**src/rtl/blink_scheduler.sv**
```systemverilog
// rtl/blink_scheduler.sv - debounced start/stop burst blink scheduler with three speed modes

module blink_scheduler_debounce #(
  parameter int DEBOUNCE_CYCLES = 20000
) (
  input  logic clk,
  input  logic reset,
  input  logic raw,
  output logic press
);

  localparam int CW = (DEBOUNCE_CYCLES > 1) ? $clog2(DEBOUNCE_CYCLES) : 1;
  localparam logic [CW-1:0] LAST = CW'(DEBOUNCE_CYCLES - 1);

  logic          sync1;
  logic          sync2;
  logic          level;
  logic [CW-1:0] stable_cnt;

  // The counter only advances while the synchronized input disagrees with the
  // accepted level; one agreeing cycle starts the interval over.
  always_ff @(posedge clk or negedge reset) begin
    if (!reset) begin
      sync1      <= 1'b0;
      sync2      <= 1'b0;
      level      <= 1'b0;
      stable_cnt <= '0;
      press      <= 1'b0;
    end else begin
      sync1 <= raw;
      sync2 <= sync1;
      press <= 1'b0;
      if (sync2 != level) begin
        if (stable_cnt == LAST) begin
          level      <= sync2;
          stable_cnt <= '0;
          press      <= sync2;
        end else begin
          stable_cnt <= stable_cnt + CW'(1);
        end
      end else begin
        stable_cnt <= '0;
      end
    end
  end

endmodule

module blink_scheduler #(
  parameter logic [21:0] LOW0            = 22'h1406F4,
  parameter logic [21:0] LOW1            = 22'h0D59F8,
  parameter logic [21:0] LOW2            = 22'h06ACFC,
  parameter int          BURST           = 3,
  parameter int          DEBOUNCE_CYCLES = 20000
) (
  input  logic       clk,
  input  logic       reset,
  input  logic       speed_btn,
  input  logic       run_btn,
  output logic       led,
  output logic [2:0] mode,
  output logic       running,
  output logic       burst_done
);

  typedef enum logic [1:0] {
    ST_IDLE = 2'd0,
    ST_HIGH = 2'd1,
    ST_LOW  = 2'd2,
    ST_GAP  = 2'd3
  } state_t;

  state_t      state;
  state_t      state_next;
  logic        speed_press;
  logic        run_press;
  logic [2:0]  mode_next;
  logic [2:0]  blinks;
  logic [21:0] low_len;
  logic [22:0] high_len;
  logic [23:0] gap_len;
  logic [23:0] phase_cnt;
  logic [23:0] phase_len;
  logic [23:0] phase_len_next;
  logic        phase_last;
  logic        led_next;
  logic        burst_done_next;

  blink_scheduler_debounce #(.DEBOUNCE_CYCLES(DEBOUNCE_CYCLES)) u_speed_db (
    .clk   (clk),
    .reset (reset),
    .raw   (speed_btn),
    .press (speed_press)
  );

  blink_scheduler_debounce #(.DEBOUNCE_CYCLES(DEBOUNCE_CYCLES)) u_run_db (
    .clk   (clk),
    .reset (reset),
    .raw   (run_btn),
    .press (run_press)
  );

  // Durations come from the post-press mode so a simultaneous speed and run
  // press latches the new speed into the phase being entered.
  always_comb begin
    mode_next = speed_press ? {mode[1:0], mode[2]} : mode;
  end

  always_comb begin
    case (mode_next)
      3'b001:  low_len = LOW0;
      3'b010:  low_len = LOW1;
      default: low_len = LOW2;
    endcase
  end

  assign high_len   = {low_len, 1'b0};
  assign gap_len    = {low_len, 2'b00};
  assign phase_last = (phase_cnt == phase_len - 24'd1);

  always_ff @(posedge clk or negedge reset) begin
    if (!reset) begin
      state <= ST_IDLE;
    end else begin
      state <= state_next;
    end
  end

  always_comb begin
    state_next = state;
    case (state)
      ST_IDLE: if (run_press) state_next = ST_HIGH;
      ST_HIGH: if (phase_last) state_next = ST_LOW;
      ST_LOW: begin
        if (phase_last) state_next = (blinks > 3'd1) ? ST_HIGH : ST_GAP;
      end
      ST_GAP:  if (phase_last) state_next = ST_HIGH;
      default: state_next = ST_IDLE;
    endcase
    if (state != ST_IDLE && run_press) state_next = ST_IDLE;
  end

  always_comb begin
    led_next        = (state_next == ST_HIGH);
    burst_done_next = (state == ST_LOW) && (state_next == ST_GAP);
    case (state_next)
      ST_HIGH: phase_len_next = {1'b0, high_len};
      ST_LOW:  phase_len_next = {2'b00, low_len};
      ST_GAP:  phase_len_next = gap_len;
      default: phase_len_next = '0;
    endcase
  end

  assign running = (state != ST_IDLE);

  // No state ever transitions to itself, so any change of state is an entry.
  always_ff @(posedge clk or negedge reset) begin
    if (!reset) begin
      mode       <= 3'b100;
      phase_cnt  <= '0;
      phase_len  <= '0;
      blinks     <= '0;
      led        <= 1'b0;
      burst_done <= 1'b0;
    end else begin
      mode       <= mode_next;
      led        <= led_next;
      burst_done <= burst_done_next;
      if (state_next != state) begin
        phase_cnt <= '0;
        phase_len <= phase_len_next;
      end else if (state != ST_IDLE) begin
        phase_cnt <= phase_cnt + 24'd1;
      end
      if (state_next == ST_HIGH && (state == ST_IDLE || state == ST_GAP)) begin
        blinks <= 3'(BURST);
      end else if (state == ST_LOW && state_next == ST_HIGH) begin
        blinks <= blinks - 3'd1;
      end
    end
  end

endmodule

```
**config.mk**
```make
export PLATFORM = sky130hd
export DESIGN_NAME = blink_scheduler
export DESIGN_NICKNAME = d
export VERILOG_FILES = /design/src/rtl/blink_scheduler.sv
export SDC_FILE = /design/constraint.sdc
export NUM_CORES = 1
export LEC_CHECK = 0
export BUFFER_PORTS_ARGS = -buffer_cell sky130_fd_sc_hd__buf_2
export CAP_MARGIN = 20
export CELL_PAD_IN_SITES_DETAIL_PLACEMENT = 0
export CELL_PAD_IN_SITES_GLOBAL_PLACEMENT = 1
export CORE_AREA = 4 4 139 108
export CTS_CLUSTER_DIAMETER = 80
export DETAILED_ROUTE_END_ITERATION = 12
export DIE_AREA = 0 0 143 112
export GPL_TIMING_DRIVEN = 1
export HOLD_SLACK_MARGIN = 0.08
export PLACE_DENSITY_LB_ADDON = 0.1
export SYNTH_ARGS = -nofsm -noshare
export SYNTH_HDL_FRONTEND = slang
export SYNTH_HIERARCHICAL = 1
export SYNTH_SLANG_ARGS = --single-unit
export TNS_END_PERCENT = 100
```
**constraint.sdc**
```tcl
create_clock -name clk -period 6.6 [get_ports clk]
set_input_delay 0.66 -clock clk [delete_from_list [all_inputs] [get_ports clk]]
set_output_delay 0.66 -clock clk [all_outputs]
set_load 0.01 [all_outputs]
```
==> run metrics <==
status complete, no violations; final number of setup-violating endpoints 0; maximum vdd ir drop 0.1159 mV; flops & latches, synth between 80 and 90; Reg2Reg Depth 13; Die Span Y approximately 110 um; max-cap viol count 0; DR iter-0 viols 164; TritonCTS clock tree done; crit path max fanout 22; # clock sinks 89; Hold Fails Final Rpt 0; clock buffer depth 2; Critical Path End Type flop; met1 usage about 23%; CTS-repair resized insts 0; routed len/inst 16.16 um; num rows 37; Rel. slew slack 37.84%; worst min-delay path class primary input to asynchronous set/reset pin; I/O pin count 10; Die X 143 um; Async SR Flop Fraction 100.0%; area share of the largest cell type after synthesis 41.07%; Gate Count Post-Synth 549; Core ar. 0.01356 mm^2; busiest grt layer met2; CP arrival a little over 5000 ps; clock root cell clkbuf_16; n_diodes 0; share of layout cells above drive strength 1 12.52%; critical path launch point phase_len[2]$_DFFE_PN0N_; mapped cell area 0.005361 mm^2; via count 3877; Synth area leaders dfrtp_1 41%, xor2_1 6.0%, xnor2_1 5.1%; Slew Viols, Final 0; Post-CTS Hold Fix Bufs 0; CTS buffer count 9; Clock transition at path regs 70 ps; Post-synth top flop dfrtp_1; Cell Pwr Density 192.9 mW/mm^2; Fin Clk Skew 7.089 ps; first-pass GRT wire length 19.97 mm; DP HPWL 8.396 mm; H-Tree Depth 3; syn nets 563; post-synthesis sequential area ratio 41.56%; Static Leakage 2.541 nW; routed vias/inst 5.340; GR Layer Usage met3 3.177%; 1st-pass router iterations 4; largest net degree at the start of global routing 60; initial antenna violation count 0; vias in the first global route 3812; all-layer global routing usage 15.58%; worst flop-to-flop path startpoint phase_len[2]$_DFFE_PN0N_; routing usage on met2 between 20% and 30%; FMAX 206.9 MHz; Post-DRT Antenna Nets 0; WL final 11.73 mm; YS warnings 6; syn_area_per_cell roughly 9.8 um^2; WS Path Type flop to flop; Critical R2R Capture phase_len[21]$_DFFE_PN0N_; Post-route DRC 0; EDFF count, synth 0; Die Area approximately 0.016 mm^2; Final period util 73.22%; RSZ-0062 raised after global routing false; area delta synth->final 7.795%; Crit path required time ~6800 ps; Post-CTS Setup Bufs 0; critical path launch point type flop; total gr overflow 0; Setup TNS Final 0 ps; port bufs 9; Yosys top cell by area dfrtp_1; Cell variety after synth between 70 and 80; Worst-Margin Slew between 900 and 1000 ps; Layout Nets 560; clock period minus worst slack 4833 ps; RD Place Congestion between 0.8 and 0.9; flop-to-flop setup slack around 1800 ps; Util after Layout 42.61%; Starting Density 39.53%; worst skew pair latency roughly 340 ps
[layout make-up]
class / instances / area, um^2
clock buffers: 10 / 239.0
clock inverters: 6 / 72.57
fillers: 1327 / 7785
inverters: 22 / 87.58
multi-input cells: 413 / 2870
flip-flops and latches: 89 / 2228
well taps: 175 / 219.0
repair buffers: 11 / 62.56
[kinds of logic after synthesis]
| logic type | share of synthesized area (%) |
|---|---|
| multiplexers | 5.041 |
| buffers and inverters | 4.901 |
| XOR/XNOR | 11.11 |
| adder cells (fa/ha/maj) | 2.334 |
| AO/OA/AOI/OAI | 9.148 |
| flip-flops | 41.56 |
| AND/OR/NAND/NOR | 25.90 |
[per-stage QoR]
| step | std cells | setup slack (ps) | hold slack (ps) | power [W] | cell area [um^2] |
|---|---|---|---|---|---|
| after floorplan | 549 | 3044 | 331.2 | 0.0005711 | 5361 |
| after global placement | 710 | 1967 | 333.9 | 0.0005851 | 5468 |
| after detailed placement | 710 | 1812 | 336.3 | 0.0005858 | 5468 |
| after CTS | 726 | 1792 | 265.6 | 0.001136 | 5779 |
| after global routing | 726 | 1428 | 287.1 | 0.001161 | 5779 |
| final | 726 | 1767 | 261.6 | 0.001115 | 5779 |
[placed cells by master, fill, tap and decap left out, types with 12 or more instances in the layout]
master,netlist,final
dfrtp_1,88,88
inv_1,21,21
nand3_1,20,20
mux2i_1,12,12
nor2_1,71,71
nand4_1,20,20
xor2_1,37,37
xnor2_1,31,31
nand2_1,41,41
o21ai_0,13,13
nor3_1,21,21
[how the worst max path moves through the flow]
stage                                endpoint  slack, ps
finish              phase_len[21]$_DFFE_PN0N_       1770
global route        phase_len[10]$_DFFE_PN0N_       1430
CTS                 phase_len[20]$_DFFE_PN0N_       1790
detailed placement  phase_len[20]$_DFFE_PN0N_       1810
global placement    phase_len[19]$_DFFE_PN0N_       1970
floorplan           phase_len[17]$_DFFE_PN0N_       3040
[synthesized netlist by cell type, types with 3 or more instances]
master and number:
dfrtp_1 88, nor2_1 71, nand2_1 41, xor2_1 37, xnor2_1 31, inv_1 21
nor3_1 21, nand3_1 20, nand4_1 20, o21ai_0 13, mux2i_1 12, a21oi_1 10
and3_1 10, clkbuf_1 10, ha_1 10, buf_6 8, mux2_2 7, a31oi_1 6
and2_1 6, and4_1 6, buf_4 5, nor4_1 5, or3_1 5, mux2_4 4
nor4_4 4, o21ai_1 4, or4_1 4, nand3_2 3, nor2b_1 3, nor3b_1 3
o21bai_1 3
[per-layer routing]
layer / part of all wire (%) / vias up
met2: 45 / 45
met1: 51 / 1893
met5: 0 / -
met4: 1.2 / 0
li1: - / 1929
met3: 2.9 / 10
[where the power goes]
| group | internal, W | switching, W |
|---|---|---|
| sequential | 0.000549 | 0.00000358 |
| combinational | 0.00000466 | 0.0000164 |
| clock | 0.000309 | 0.000232 |
| total | 0.000863 | 0.000252 |
[worst max-delay path: stages, from the launching register on]
cell	delay, ps
dfrtp_1	440
inv_1	100
ha_1	270
nor4b_1	780
nand4_1	200
xnor2_1	210
or4_1	530
nor4_1	420
nand3_1	180
nor2_1	180
a221oi_2	80
o21ai_4	560
buf_4	390
mux2_2	370
[state kept, by name, summed over array words and instances (netlist names), 2 cells and up]
name / cells
blinks: 3
mode: 3
phase_cnt: 24
phase_len: 17
state: 2
u_run_db/stable_cnt: 15
u_speed_db/stable_cnt: 15
Power figures use the tool's default switching activity.
